===== config.mk =====
export PLATFORM = sky130hd
export DESIGN_NAME = rr_lease_arbiter
export DESIGN_NICKNAME = d
export VERILOG_FILES = /design/src/rtl/rr_lease_arbiter.sv
export SDC_FILE = /design/constraint.sdc
export NUM_CORES = 1
export LEC_CHECK = 0
export BUFFER_PORTS_ARGS = -buffer_cell sky130_fd_sc_hd__buf_2
export CORE_MARGIN = 2
export CORE_UTILIZATION = 36
export DETAILED_ROUTE_END_ITERATION = 10
export PLACE_DENSITY_LB_ADDON = 0.12
export SYNTH_ARGS = -nofsm -noshare
export SYNTH_HDL_FRONTEND = slang
export SYNTH_SLANG_ARGS = --single-unit

===== constraint.sdc =====
create_clock -name clk -period 2.2 [get_ports clk]
set_clock_uncertainty 0.2 [all_clocks]
set_input_delay 0.44 -clock clk [delete_from_list [all_inputs] [get_ports clk]]
set_output_delay 0.44 -clock clk [all_outputs]
set_load 0.03 [all_outputs]

===== src/rtl/rr_lease_arbiter.sv =====
// Four-way round-robin arbiter with registered one-hot grant, lease timer and one-cycle turnaround.
// Optional RR_ARB_LOCK_EN: owner-held lock freezes the lease counter and suppresses expiry.
module rr_lease_arbiter #(
    parameter int unsigned LEASE_CYCLES = 8
) (
    input  logic       clk,
    input  logic       rst_n,
    input  logic [3:0] req,
    input  logic       lock,
    output logic [3:0] gnt,
    output logic [1:0] gnt_id,
    output logic       gnt_valid,
    output logic       expired
);

    localparam int unsigned CW = (LEASE_CYCLES > 0) ? $clog2(LEASE_CYCLES + 1) : 1;

    typedef enum logic [1:0] {
        ST_IDLE  = 2'd0,
        ST_GRANT = 2'd1,
        ST_GAP   = 2'd2
    } state_e;

    state_e          state_q, state_d;
    logic [1:0]      ptr_q, ptr_d;
    logic [CW-1:0]   cnt_q, cnt_d;
    logic [3:0]      gnt_q, gnt_d;
    logic [1:0]      id_q, id_d;
    logic            valid_q, valid_d;
    logic            exp_q, exp_d;

    logic            freeze;
    logic            lease_hit;
    logic            pick_found;
    logic [1:0]      pick;
    logic [1:0]      scan;

`ifdef RR_ARB_LOCK_EN
    assign freeze = lock;
`else
    logic lock_unused;
    assign lock_unused = lock;
    assign freeze      = 1'b0;
`endif

    assign lease_hit = (LEASE_CYCLES != 0) && (cnt_q == CW'(LEASE_CYCLES));

    // First requester at or after the rotating pointer.
    always_comb begin
        pick_found = 1'b0;
        pick       = 2'd0;
        scan       = 2'd0;
        for (int unsigned k = 0; k < 4; k++) begin
            scan = ptr_q + 2'(k);
            if (!pick_found && req[scan]) begin
                pick_found = 1'b1;
                pick       = scan;
            end
        end
    end

    always_comb begin
        state_d = state_q;
        ptr_d   = ptr_q;
        cnt_d   = cnt_q;
        gnt_d   = gnt_q;
        id_d    = id_q;
        exp_d   = 1'b0;
        case (state_q)
            ST_GRANT: begin
                if (!req[id_q]) begin
                    state_d = ST_GAP;
                    ptr_d   = id_q + 2'd1;
                    gnt_d   = 4'd0;
                    id_d    = 2'd0;
                    cnt_d   = '0;
                end else if (lease_hit && !freeze) begin
                    state_d = ST_GAP;
                    ptr_d   = id_q + 2'd1;
                    gnt_d   = 4'd0;
                    id_d    = 2'd0;
                    cnt_d   = '0;
                    exp_d   = 1'b1;
                end else if (!freeze && (cnt_q != {CW{1'b1}})) begin
                    cnt_d = cnt_q + CW'(1);
                end
            end
            default: begin
                // IDLE and GAP both arbitrate; GAP exists to force the turnaround cycle.
                state_d = ST_IDLE;
                gnt_d   = 4'd0;
                id_d    = 2'd0;
                cnt_d   = '0;
                if (pick_found) begin
                    state_d = ST_GRANT;
                    gnt_d   = 4'(4'd1 << pick);
                    id_d    = pick;
                    cnt_d   = CW'(1);
                end
            end
        endcase
    end

    assign valid_d = |gnt_d;

    always_ff @(posedge clk or negedge rst_n) begin
        if (!rst_n) begin
            state_q <= ST_IDLE;
            ptr_q   <= 2'd0;
            cnt_q   <= '0;
            gnt_q   <= 4'd0;
            id_q    <= 2'd0;
            valid_q <= 1'b0;
            exp_q   <= 1'b0;
        end else begin
            state_q <= state_d;
            ptr_q   <= ptr_d;
            cnt_q   <= cnt_d;
            gnt_q   <= gnt_d;
            id_q    <= id_d;
            valid_q <= valid_d;
            exp_q   <= exp_d;
        end
    end

    assign gnt       = gnt_q;
    assign gnt_id    = id_q;
    assign gnt_valid = valid_q;
    assign expired   = exp_q;

endmodule


==> results_dict.tcl <==
set metrics [dict create \
    outcome "completed" \
    syn_area_um2 776 \
    worstPathArrival_ps 1800 \
    p_leak_nw 0.429 \
    syn_inst 77 \
    grt_setup_unrepaired "no" \
    tightest_slew_ps 444 \
    dieArea_mm2 0.00254 \
    final_layout_size_suffix_gt1_frac 0.191 \
    cts_resized 0 \
    start_kind "flip-flop" \
    critical_path.slowest_cell "mux4_2" \
    core_mm2 0.00200 \
    register_area_um2 400 \
    num_vias 638 \
    multi_input_area_um2 359 \
    fmax_ghz 0.547 \
    drv_slew 0 \
    track_usage 0.144 \
    htreeDepth 1 \
    root_buffer "clkbuf_4" \
    numCtsBuffers 3 \
    crit_fanout 6 \
    dp_hpwl_mm 1.14 \
    power.total_mw 1.25 \
    fin_crit_sh 0.830 \
    final_cell_mix "16 x dfrtp_1, 13 x buf_2, 8 x nor2_1, 8 x nand2_1, 6 x a21oi_1" \
    min-delay-start "gnt[3]$_DFF_PN0_" \
    synth.distinct_cells 28 \
    overflow 0 \
    required_ps 2180 \
    cts_setup_buffers 0 \
    die_w_um 50.4 \
    route.detailed.drc 0 \
    maxCapViolations 0 \
    hold_class "flip-flop to flip-flop" \
    rows 16 \
    startpoint "gnt_id[0]$_DFFE_PN0P_" \
    ir_drop_uv 656 \
    synth_nets 86 \
    diodes 0 \
    finalSetupTns_ps 0 \
    start_util 0.388 \
    io_pins 15 \
    layout_min_cycle_time_ps 1830 \
    place_congestion 0.839 \
    clock_latency_ps 280 \
    yosysSeqAreaShare 0.516 \
    crit-reg2reg-launch "gnt_id[0]$_DFFE_PN0P_" \
    cts_tree "built" \
    fp.dieH_um 50.4 \
    finish.net_count 104 \
    wirelength_mm 1.53 \
    path_class "flip-flop to flip-flop" \
    syn_area_per_cell_um2 10.1 \
    timing.slew.headroom 0.703 \
    nFillCells 217 \
    vias_per_cell 5.27 \
    port_buffers 13 \
    ys_seq_elements 16 \
    worst_path_largest_cell_delay_ps 580 \
    pwr_density_cell_mw_per_mm2 1360 \
    cts.clk_slew.worst_paths_ps 90 \
    setup_viol 0 \
    drtPass1Iterations 4 \
    crit_path_end_kind "flip-flop" \
    grt_pass1_wl_mm 2.81 \
    grt_max_degree 17 \
    clkSinkCount 16 \
    clock_path_buffers 2 \
    syn2layout_area_growth_pct 18.1 \
    path_cells "mux4_2 -> and3_1 -> a32o_1" \
    grt_pass1_vias 578 \
    ys_warn_count 0 \
    hold_violations 0 \
    antenna_found_initial 0 \
    wire_per_inst_um 12.6 \
    ant_nets 0 \
    layout_commonest_cell "dfrtp_1" \
    drt_iter0_drc 14 \
]
-- through the flow --
step | std cells | util | setup slack [ps] | hold slack (ps) | area (um^2)
floorplan | 77 | - | 218 | -55.6 | 776
global placement | 116 | 0.434 | 305 | 166 | 870
detailed placement | 116 | 0.434 | 302 | 170 | 870
CTS | 121 | 0.458 | 371 | 326 | 916
global route | 121 | 0.458 | 251 | 357 | 916
finish | 121 | 0.458 | 373 | 327 | 916
-- path summary, 6_finish.rpt --
path / endpoint / slack, ps / depth (start not counted)
max in group asynchronous: gnt[2]$_DFF_PN0_ / 1160 / 2
worst max-delay path: gnt[0]$_DFF_PN0_ / 370 / 3
worst min register to register: gnt[3]$_DFF_PN0_ / 330 / 2
worst max register to register: gnt[0]$_DFF_PN0_ / 370 / 3
worst min-delay path: gnt[3]$_DFF_PN0_ / 330 / 2
min in group asynchronous: expired$_DFF_PN0_ / 380 / 2
-- worst max-delay path: cells and delay by family (launching register included) --
kind | cells | cell delay, ps
AO/OA/AOI/OAI | 1 | 220
multiplexers | 1 | 580
flip-flops | 1 | 450
AND/OR/NAND/NOR | 1 | 260
-- sequential cells by signal (all words and copies together), names as in the netlist --
name,flops
cnt_q,4
gnt,4
gnt_id,2
ptr_q,2
state_q,2
expired,1
gnt_valid,1
-- cells in the mapped netlist --
cell type,instances,area share
dfrtp_1,16,0.52
nand2_1,8,0.039
nor2_1,8,0.039
a21oi_1,6,0.039
inv_1,3,0.015
nand3_1,3,0.019
nor2b_1,3,0.024
nor3_1,3,0.019
o21ai_0,3,0.019
a21o_1,2,0.019
a32o_1,2,0.026
ha_1,2,0.032
nand2b_1,2,0.016
o31ai_1,2,0.019
a21boi_1,1,0.0097
a221o_1,1,0.013
a31oi_1,1,0.0081
and3_1,1,0.0081
buf_2,1,0.0064
mux2i_1,1,0.013
mux4_2,1,0.029
nand3b_1,1,0.0097
nand4_1,1,0.0081
nor3b_1,1,0.0097
nor4_1,1,0.0081
o32a_1,1,0.013
o32ai_1,1,0.011
xnor2_1,1,0.011
-- logic make-up (layout without fill, tap and decap cells) --
group,Yosys count,count (layout),share of synthesized area
and+or+nand+nor,32,32,0.200
AOI/OAI and AO/OA,20,20,0.177
DFF,16,16,0.516
buffers and inverters,4,21,0.0210
adders and majority gates,2,2,0.0323
muxes,2,2,0.0419
xor gates and xnor gates,1,1,0.0113
-- power breakdown --
part	internal [mW]	total, mW	switching [mW]	leakage (nW)
Sequential	0.401	0.503	0.102	0.202
Combinational	0.202	0.553	0.350	0.206
Clock	0.101	0.192	0.0916	0.0210
Total	0.704	1.25	0.544	0.429
-- cell type report --
type | count | share of cell area
multi-input combinational | 57 | 0.392
inverter | 3 | 0.0123
sequential | 16 | 0.437
clock buffer | 4 | 0.0396
tap | 27 | 0.0369
timing repair buffer | 14 | 0.0820
-- per-layer routing --
layer	routed length [um]	GRT usage	share of wire	up-vias
met5	0	0	0	-
met4	14	0.0676	0.0092	0
met3	51	0.0268	0.033	2
met2	690	0.211	0.45	16
met1	771	0.207	0.50	304
li1	-	-	-	316
-- what timing repair did --
action                                 CTS  global route
setup endpoints to repair                0             0
hold buffers                             1             0
endpoints found under the hold margin   16             0
Power figures use the tool's default switching activity.
